[src/rtl/sata_tx_align_inserter_if.sv]
// Link-layer payload handshake into the SATA TX ALIGN inserter.
// Transfer happens on a cycle where i_val and o_rdy are both high.
interface sata_tx_align_inserter_if;
    logic [31:0] i_dat;
    logic [3:0]  i_datk;
    logic        i_val;
    logic        o_rdy;

    modport master (
        output i_dat,
        output i_datk,
        output i_val,
        input  o_rdy
    );

    modport slave (
        input  i_dat,
        input  i_datk,
        input  i_val,
        output o_rdy
    );
endinterface

[src/rtl/sata_tx_align_inserter.sv]
// SATA TX ALIGN inserter: emits an ALIGN pair every ALIGN_PERIOD DWORDs,
// fills the remaining slots with link payload or SYNC when none is offered.
module sata_tx_align_inserter #(
    parameter int ALIGN_PERIOD = 256
) (
    input  logic                      clk,
    input  logic                      reset,
    input  logic                      enable,
    sata_tx_align_inserter_if.slave   lnk,
    output logic [31:0]               tx_data,
    output logic [3:0]                tx_datak,
    output logic                      tx_elecidle,
    output logic                      align_sent
);

    localparam int CW = $clog2(ALIGN_PERIOD);
    localparam logic [CW-1:0] CNT_LAST = CW'(ALIGN_PERIOD - 3);

    localparam logic [31:0] ALIGN_DW = 32'h7B4A4ABC;
    localparam logic [31:0] SYNC_DW  = 32'hB5B5957C;
    localparam logic [3:0]  K_BYTE0  = 4'b0001;

    typedef enum logic [1:0] {
        OFF,
        ALIGN_A,
        ALIGN_B,
        PAYLOAD
    } state_t;

    state_t        state;
    state_t        state_nxt;
    logic [CW-1:0] cnt;

    logic [31:0]   slot_data;
    logic [3:0]    slot_datak;
    logic          slot_idle;
    logic          slot_align;

    // State register; reset always returns to OFF.
    always_ff @(posedge clk) begin
        if (reset) begin
            state <= OFF;
        end else begin
            state <= state_nxt;
        end
    end

    // Next-state: enable low wins, otherwise walk the ALIGN/payload cycle.
    always_comb begin
        state_nxt = state;
        if (!enable) begin
            state_nxt = OFF;
        end else begin
            unique case (state)
                OFF:     state_nxt = ALIGN_A;
                ALIGN_A: state_nxt = ALIGN_B;
                ALIGN_B: state_nxt = PAYLOAD;
                PAYLOAD: begin
                    if (cnt == CNT_LAST) begin
                        state_nxt = ALIGN_A;
                    end
                end
                default: state_nxt = OFF;
            endcase
        end
    end

    // Payload slot counter; zero outside PAYLOAD, saturates at the last slot.
    always_ff @(posedge clk) begin
        if (reset || state_nxt != PAYLOAD) begin
            cnt <= '0;
        end else if (state == PAYLOAD && cnt != CNT_LAST) begin
            cnt <= cnt + CW'(1);
        end
    end

    // Slot contents for the state being generated this cycle.
    always_comb begin
        slot_data  = '0;
        slot_datak = '0;
        slot_idle  = 1'b1;
        slot_align = 1'b0;
        if (enable) begin
            unique case (state)
                OFF: begin
                    slot_idle = 1'b1;
                end
                ALIGN_A: begin
                    slot_data  = ALIGN_DW;
                    slot_datak = K_BYTE0;
                    slot_idle  = 1'b0;
                end
                ALIGN_B: begin
                    slot_data  = ALIGN_DW;
                    slot_datak = K_BYTE0;
                    slot_idle  = 1'b0;
                    slot_align = 1'b1;
                end
                PAYLOAD: begin
                    slot_idle = 1'b0;
                    if (lnk.i_val) begin
                        slot_data  = lnk.i_dat;
                        slot_datak = lnk.i_datk;
                    end else begin
                        slot_data  = SYNC_DW;
                        slot_datak = K_BYTE0;
                    end
                end
                default: slot_idle = 1'b1;
            endcase
        end
    end

    // Transceiver-facing outputs are registered one cycle behind the slot.
    always_ff @(posedge clk) begin
        if (reset) begin
            tx_data     <= '0;
            tx_datak    <= '0;
            tx_elecidle <= 1'b1;
            align_sent  <= 1'b0;
        end else begin
            tx_data     <= slot_data;
            tx_datak    <= slot_datak;
            tx_elecidle <= slot_idle;
            align_sent  <= slot_align;
        end
    end

    // Payload acceptance only in PAYLOAD slots, masked during reset.
    always_comb begin
        lnk.o_rdy = enable && !reset && (state == PAYLOAD);
    end

endmodule

[src/flat_wrapper.sv]
// flat-port wrapper written by rule: the top's interface ports become plain ports
module sata_tx_align_inserter_flat 
#(
    parameter int ALIGN_PERIOD = 256
)
  (clk, reset, enable, tx_data, tx_datak, tx_elecidle, align_sent, lnk_i_dat, lnk_i_datk, lnk_i_val, lnk_o_rdy);
  sata_tx_align_inserter_if lnk_i ();
  input  logic clk;
  input  logic reset;
  input  logic enable;
  output logic [31:0] tx_data;
  output logic [3:0] tx_datak;
  output logic tx_elecidle;
  output logic align_sent;
  input wire logic [$bits(lnk_i.i_dat)-1:0] lnk_i_dat;
  input wire logic [$bits(lnk_i.i_datk)-1:0] lnk_i_datk;
  input wire logic [$bits(lnk_i.i_val)-1:0] lnk_i_val;
  output wire logic [$bits(lnk_i.o_rdy)-1:0] lnk_o_rdy;
  assign lnk_i.i_dat = lnk_i_dat;
  assign lnk_i.i_datk = lnk_i_datk;
  assign lnk_i.i_val = lnk_i_val;
  assign lnk_o_rdy = lnk_i.o_rdy;
  sata_tx_align_inserter #(.ALIGN_PERIOD(ALIGN_PERIOD)) u_core (.clk(clk), .reset(reset), .enable(enable), .lnk(lnk_i), .tx_data(tx_data), .tx_datak(tx_datak), .tx_elecidle(tx_elecidle), .align_sent(align_sent));
endmodule
[config.mk]
export PLATFORM = sky130hd
export DESIGN_NAME = sata_tx_align_inserter_flat
export DESIGN_NICKNAME = d
export VERILOG_FILES = /design/src/rtl/sata_tx_align_inserter_if.sv /design/src/rtl/sata_tx_align_inserter.sv /design/src/flat_wrapper.sv
export SDC_FILE = /design/constraint.sdc
export NUM_CORES = 1
export LEC_CHECK = 0
export ABC_CLOCK_PERIOD_IN_PS = 1700
export BUFFER_PORTS_ARGS = -buffer_cell sky130_fd_sc_hd__buf_2
export CAP_MARGIN = 10
export CORE_MARGIN = 2
export CORE_UTILIZATION = 46
export DETAILED_ROUTE_END_ITERATION = 7
export GPL_ROUTABILITY_DRIVEN = 0
export PLACE_DENSITY = 0.9
export SLEW_MARGIN = 20
export SYNTH_ARGS = -nofsm -noshare
export SYNTH_HDL_FRONTEND = slang
export SYNTH_SLANG_ARGS = --single-unit
export TNS_END_PERCENT = 20
[constraint.sdc]
create_clock -name clk -period 1.7 [get_ports clk]
set_input_delay 0.085 -clock clk [delete_from_list [all_inputs] [get_ports clk]]
set_output_delay 0.085 -clock clk [all_outputs]
set_load 0.005 [all_outputs]
==> results.md <==
* Hold Vio Cnt, Final at 0
* Worst Hold Endpoint: u_core.tx_data[6]
* Area share of the largest cell type after synthesis at between 50% and 60%
* 1st-pass router iterations at 4
* Vias/cell at 4.97
* Sequence of cells on the critical path: buf_4 > ha_1 > buf_4 > and2_1 > buf_2
* Post-route setup TNS at 0 ps
* MaxCap Viol Count at 0
* Rows at 22
* Total GRT Usage at roughly 22%
* Synth Warn # at 0
* Hold Path Class: in2reg
* WL final at 4610 um
* Max IR drop VDD at roughly 0.00044 V
* Leakage at between 1 and 1.5 nW
* Pint at roughly 1.8 mW
* Clock buffer depth at 2
* Drt first-iter violations at approximately 110
* Layout cells sized above 1 at 36.6%
* Syn_nets at approximately 220
* Seq cells post-synth at between 40 and 50
* Critical path's most frequent cell: buf_4
* Multi-input logic area at roughly 690 sq um
* # setup viols final at 0
* Area grow syn2layout at 42.0%
* CTS clock-pin slew for the worst setup and hold paths at roughly 80 ps
* Worst path required time at 1620 ps
* Via count at between 1,500 and 2,000
* Final core utilization at 67.9%
* CTS tree: yes
* Die W at between 60 and 70 um
* Top post-synthesis cells by area: dfxtp_1 (55%), ha_1 (5.0%), a21oi_1 (4.9%)
* Slew margin rel. at approximately 75%
* Mapped Cells at about 180
* Clock share of power at a little over two fifths
* Clock Tree Root: clkbuf_8
* Distinct cells, synth at 34
* Total gr overflow at 0
* Setup crit start kind: register
* Arr. time, crit path at ~1400 ps
* Mapped Avg Cell Area at between 9 and 10 sq um
* Cell Pwr Density at between 900 and 1000 mW/mm^2
* Core area at approximately 0.0036 sq mm
* IO Port Bufs at 78
* Hold path startpoint: lnk_i_dat[6]
* CTS HTree Levels at 2
* Postcts setup bufs at 0
* Final HPWL DP at 2790 um
* CP Class: reg2out
* Residual DRC count at 0
* Clock Sinks at 48
* Hold Crit Depth at 3
* Fill count at roughly 230
* Predominant post-synthesis flop cell: dfxtp_1
* Post-synth top area cell: dfxtp_1
* IO Count at 79
* Fin nets at between 300 and 400
* Mapped cell area at approximately 0.0017 sq mm
* Worst r2r src: u_core.cnt[1]
* Reg power frac at a little over 50%
* Ys async rst share at 0%
* Reg area at ~960 sq um
* Power Total at about 2.2 mW
* Tcrit/Tclk final at between 80% and 90%
* Switch Pwr at approximately 440 uW
* Crit-path max FO at 5
* Initial antenna violation count at 0
* Ant diodes at 0
* Sequential area share after synthesis at around 55%
* Status: completed
* Worst-Skew Late Latency at 300 ps
* Detail Route Antenna Nets at 0
* Net Sw Frac at between 10% and 20%
* Crit-path max cell delay at approximately 320 ps
* Initial core utilization at between 40% and 50%
* RSZ-0062 raised after global routing: no
* Chip height at ~65 um
* CTS buffer count at 5
* First-pass GRT wire length at 7110 um
* Slowest cell on the critical path: dfxtp_1
* Setup Skew at 4.32 ps
* Largest net degree at the start of global routing at 23
* Fmax at between 0.6 and 0.7 GHz
* Vias in the first global route at between 1,500 and 2,000
* R2R depth at 6
* Slew @ Worst Pin at roughly 380 ps
* DIE AREA at roughly 0.0043 sq mm
* Combinational share of power at between 6 and 7%
* Critical Path Sink Type: output pin
* Buffers and inverters on the worst path at 3
* Post-synth EDFFs at 0
* Final Max Tran Viols at 0
* Top delay family on crit path: buffers and inverters
* Flop2flop setup slack at between 150 and 200 ps
* Minimum clock period at 1520 ps
* WL per Instance at 14.4 um
* R2r endpoint: u_core.cnt[1]
==> worst max-delay path by stage <==
| stage | slack (ps) | start | cells past startpoint | to |
|---|---|---|---|---|
| after floorplan | 190 | u_core.state[0] | 6 | u_core.tx_data[11] |
| after global placement | 240 | u_core.state[1] | 5 | u_core.cnt[1] |
| after detailed placement | 100 | u_core.state[1] | 5 | u_core.tx_data[28] |
| after CTS | 90 | u_core.state[1] | 5 | u_core.tx_data[28] |
| after global routing | 70 | u_core.cnt[1] | 6 | u_core.cnt[1] |
| final | 180 | u_core.state[0] | 5 | lnk_o_rdy |
==> worst min-delay path, cell delays in order <==
cell	delay, ps
buf_2	90
inv_1	40
a21oi_1	50
==> logic make-up (layout without fill, tap and decap cells) <==
logic type | after synthesis | count (layout) | share of synthesized area [%]
XOR/XNOR | 1 | 1 | 0.504
AO/OA/AOI/OAI | 41 | 41 | 16.3
flip-flops | 48 | 48 | 55.3
AND/OR/NAND/NOR | 55 | 55 | 16.9
adder cells (fa/ha/maj) | 7 | 7 | 5.04
buffers and inverters | 23 | 120 | 5.40
multiplexers | 1 | 1 | 0.576
==> layout make-up <==
type / instances / share of cell area (%)
inverter: 15 / 2.28
timing repair buffer: 98 / 23.3
multi-input combinational: 105 / 27.8
clock buffer: 5 / 2.79
tap: 48 / 2.43
clock inverter: 2 / 2.43
sequential: 48 / 39.0
==> through the flow <==
| step | hold slack, ps | instances | cell area [sq um] | setup WS, ps |
|---|---|---|---|---|
| 2_1_floorplan | 195 | 176 | 1740 | 194 |
| 3_3_place_gp | 277 | 300 | 2200 | 241 |
| 3_5_place_dp | 281 | 300 | 2200 | 100 |
| 4_1_cts | 3.42 | 320 | 2450 | 87.2 |
| 5_1_grt | 33.8 | 321 | 2470 | 65.7 |
| 6_report | 19.0 | 321 | 2470 | 180 |
==> power groups by stage <==
stage | combinational [mW] | sequential [mW] | clock (mW)
2_1_floorplan | 0.0532 | 1.17 | 0
3_3_place_gp | 0.119 | 1.16 | 0
3_5_place_dp | 0.124 | 1.16 | 0
4_1_cts | 0.148 | 1.14 | 0.932
5_1_grt | 0.172 | 1.14 | 0.993
6_report | 0.155 | 1.14 | 0.944
==> placed cells by master (no fill, tap or decap) <==
| master | synthesis | final |
|---|---|---|
| a211oi_1 | 4 | 4 |
| a21boi_0 | 1 | 1 |
| a21o_1 | 9 | 9 |
| a21oi_1 | 17 | 17 |
| a31oi_1 | 2 | 2 |
| a41o_2 | 1 | 1 |
| and2_1 | 9 | 9 |
| and3_1 | 2 | 2 |
| buf_2 | 2 | 78 |
| buf_4 | 1 | 6 |
| bufinv_16 | 0 | 2 |
| clkbuf_8 | 0 | 5 |
| dfxtp_1 | 48 | 47 |
| dfxtp_2 | 0 | 1 |
| dlygate4sd3_1 | 0 | 14 |
| ha_1 | 7 | 7 |
| inv_1 | 15 | 15 |
| mux2i_1 | 1 | 1 |
| nand2_1 | 5 | 4 |
| nand2_2 | 0 | 1 |
| nand2b_1 | 7 | 7 |
| nand2b_4 | 1 | 1 |
| nand3_1 | 3 | 3 |
| nand4_1 | 2 | 2 |
| nor2_1 | 17 | 17 |
| nor2_2 | 1 | 1 |
| nor2b_1 | 5 | 5 |
| nor3_1 | 1 | 1 |
| nor4_1 | 1 | 1 |
| o21a_2 | 1 | 1 |
| o21ai_0 | 3 | 3 |
| o221a_2 | 1 | 1 |
| o221ai_4 | 1 | 1 |
| o31ai_1 | 1 | 1 |
| or2b_2 | 1 | 1 |
| xnor2_1 | 1 | 1 |
==> synthesized netlist by cell type (2+ instances only) <==
library cell,count
nand2_1,5
nor2b_1,5
a31oi_1,2
nand4_1,2
nand2b_1,7
nor2_1,17
and2_1,9
a211oi_1,4
o21ai_0,3
a21oi_1,17
and3_1,2
inv_1,15
a21o_1,9
dfxtp_1,48
ha_1,7
nand3_1,3
buf_2,2
clkbuf_1,3
==> sequential cells by signal (all words and copies together), names as in the netlist <==
name	cells
u_core.tx_data	32
u_core.cnt	8
u_core.tx_datak	4
u_core.state	2
u_core.align_sent	1
u_core.tx_elecidle	1
==> layer usage <==
| layer | global-route usage (%) | up-vias | wire [um] |
|---|---|---|---|
| li1 | - | 768 | - |
| met4 | 10.7 | 0 | 142 |
| met2 | 41.6 | 72 | 2320 |
| met1 | 22.6 | 743 | 1770 |
| met5 | 0 | - | 0 |
| met3 | 6.51 | 12 | 382 |
==> repair_timing <==
action / CTS / global route
hold buffers: 13 / 1
endpoints found under the setup margin: 0 / 8
hold endpoints to repair: 13 / 1
resized for setup: 0 / 2
Note: power is estimated with default switching activity, not from simulation.
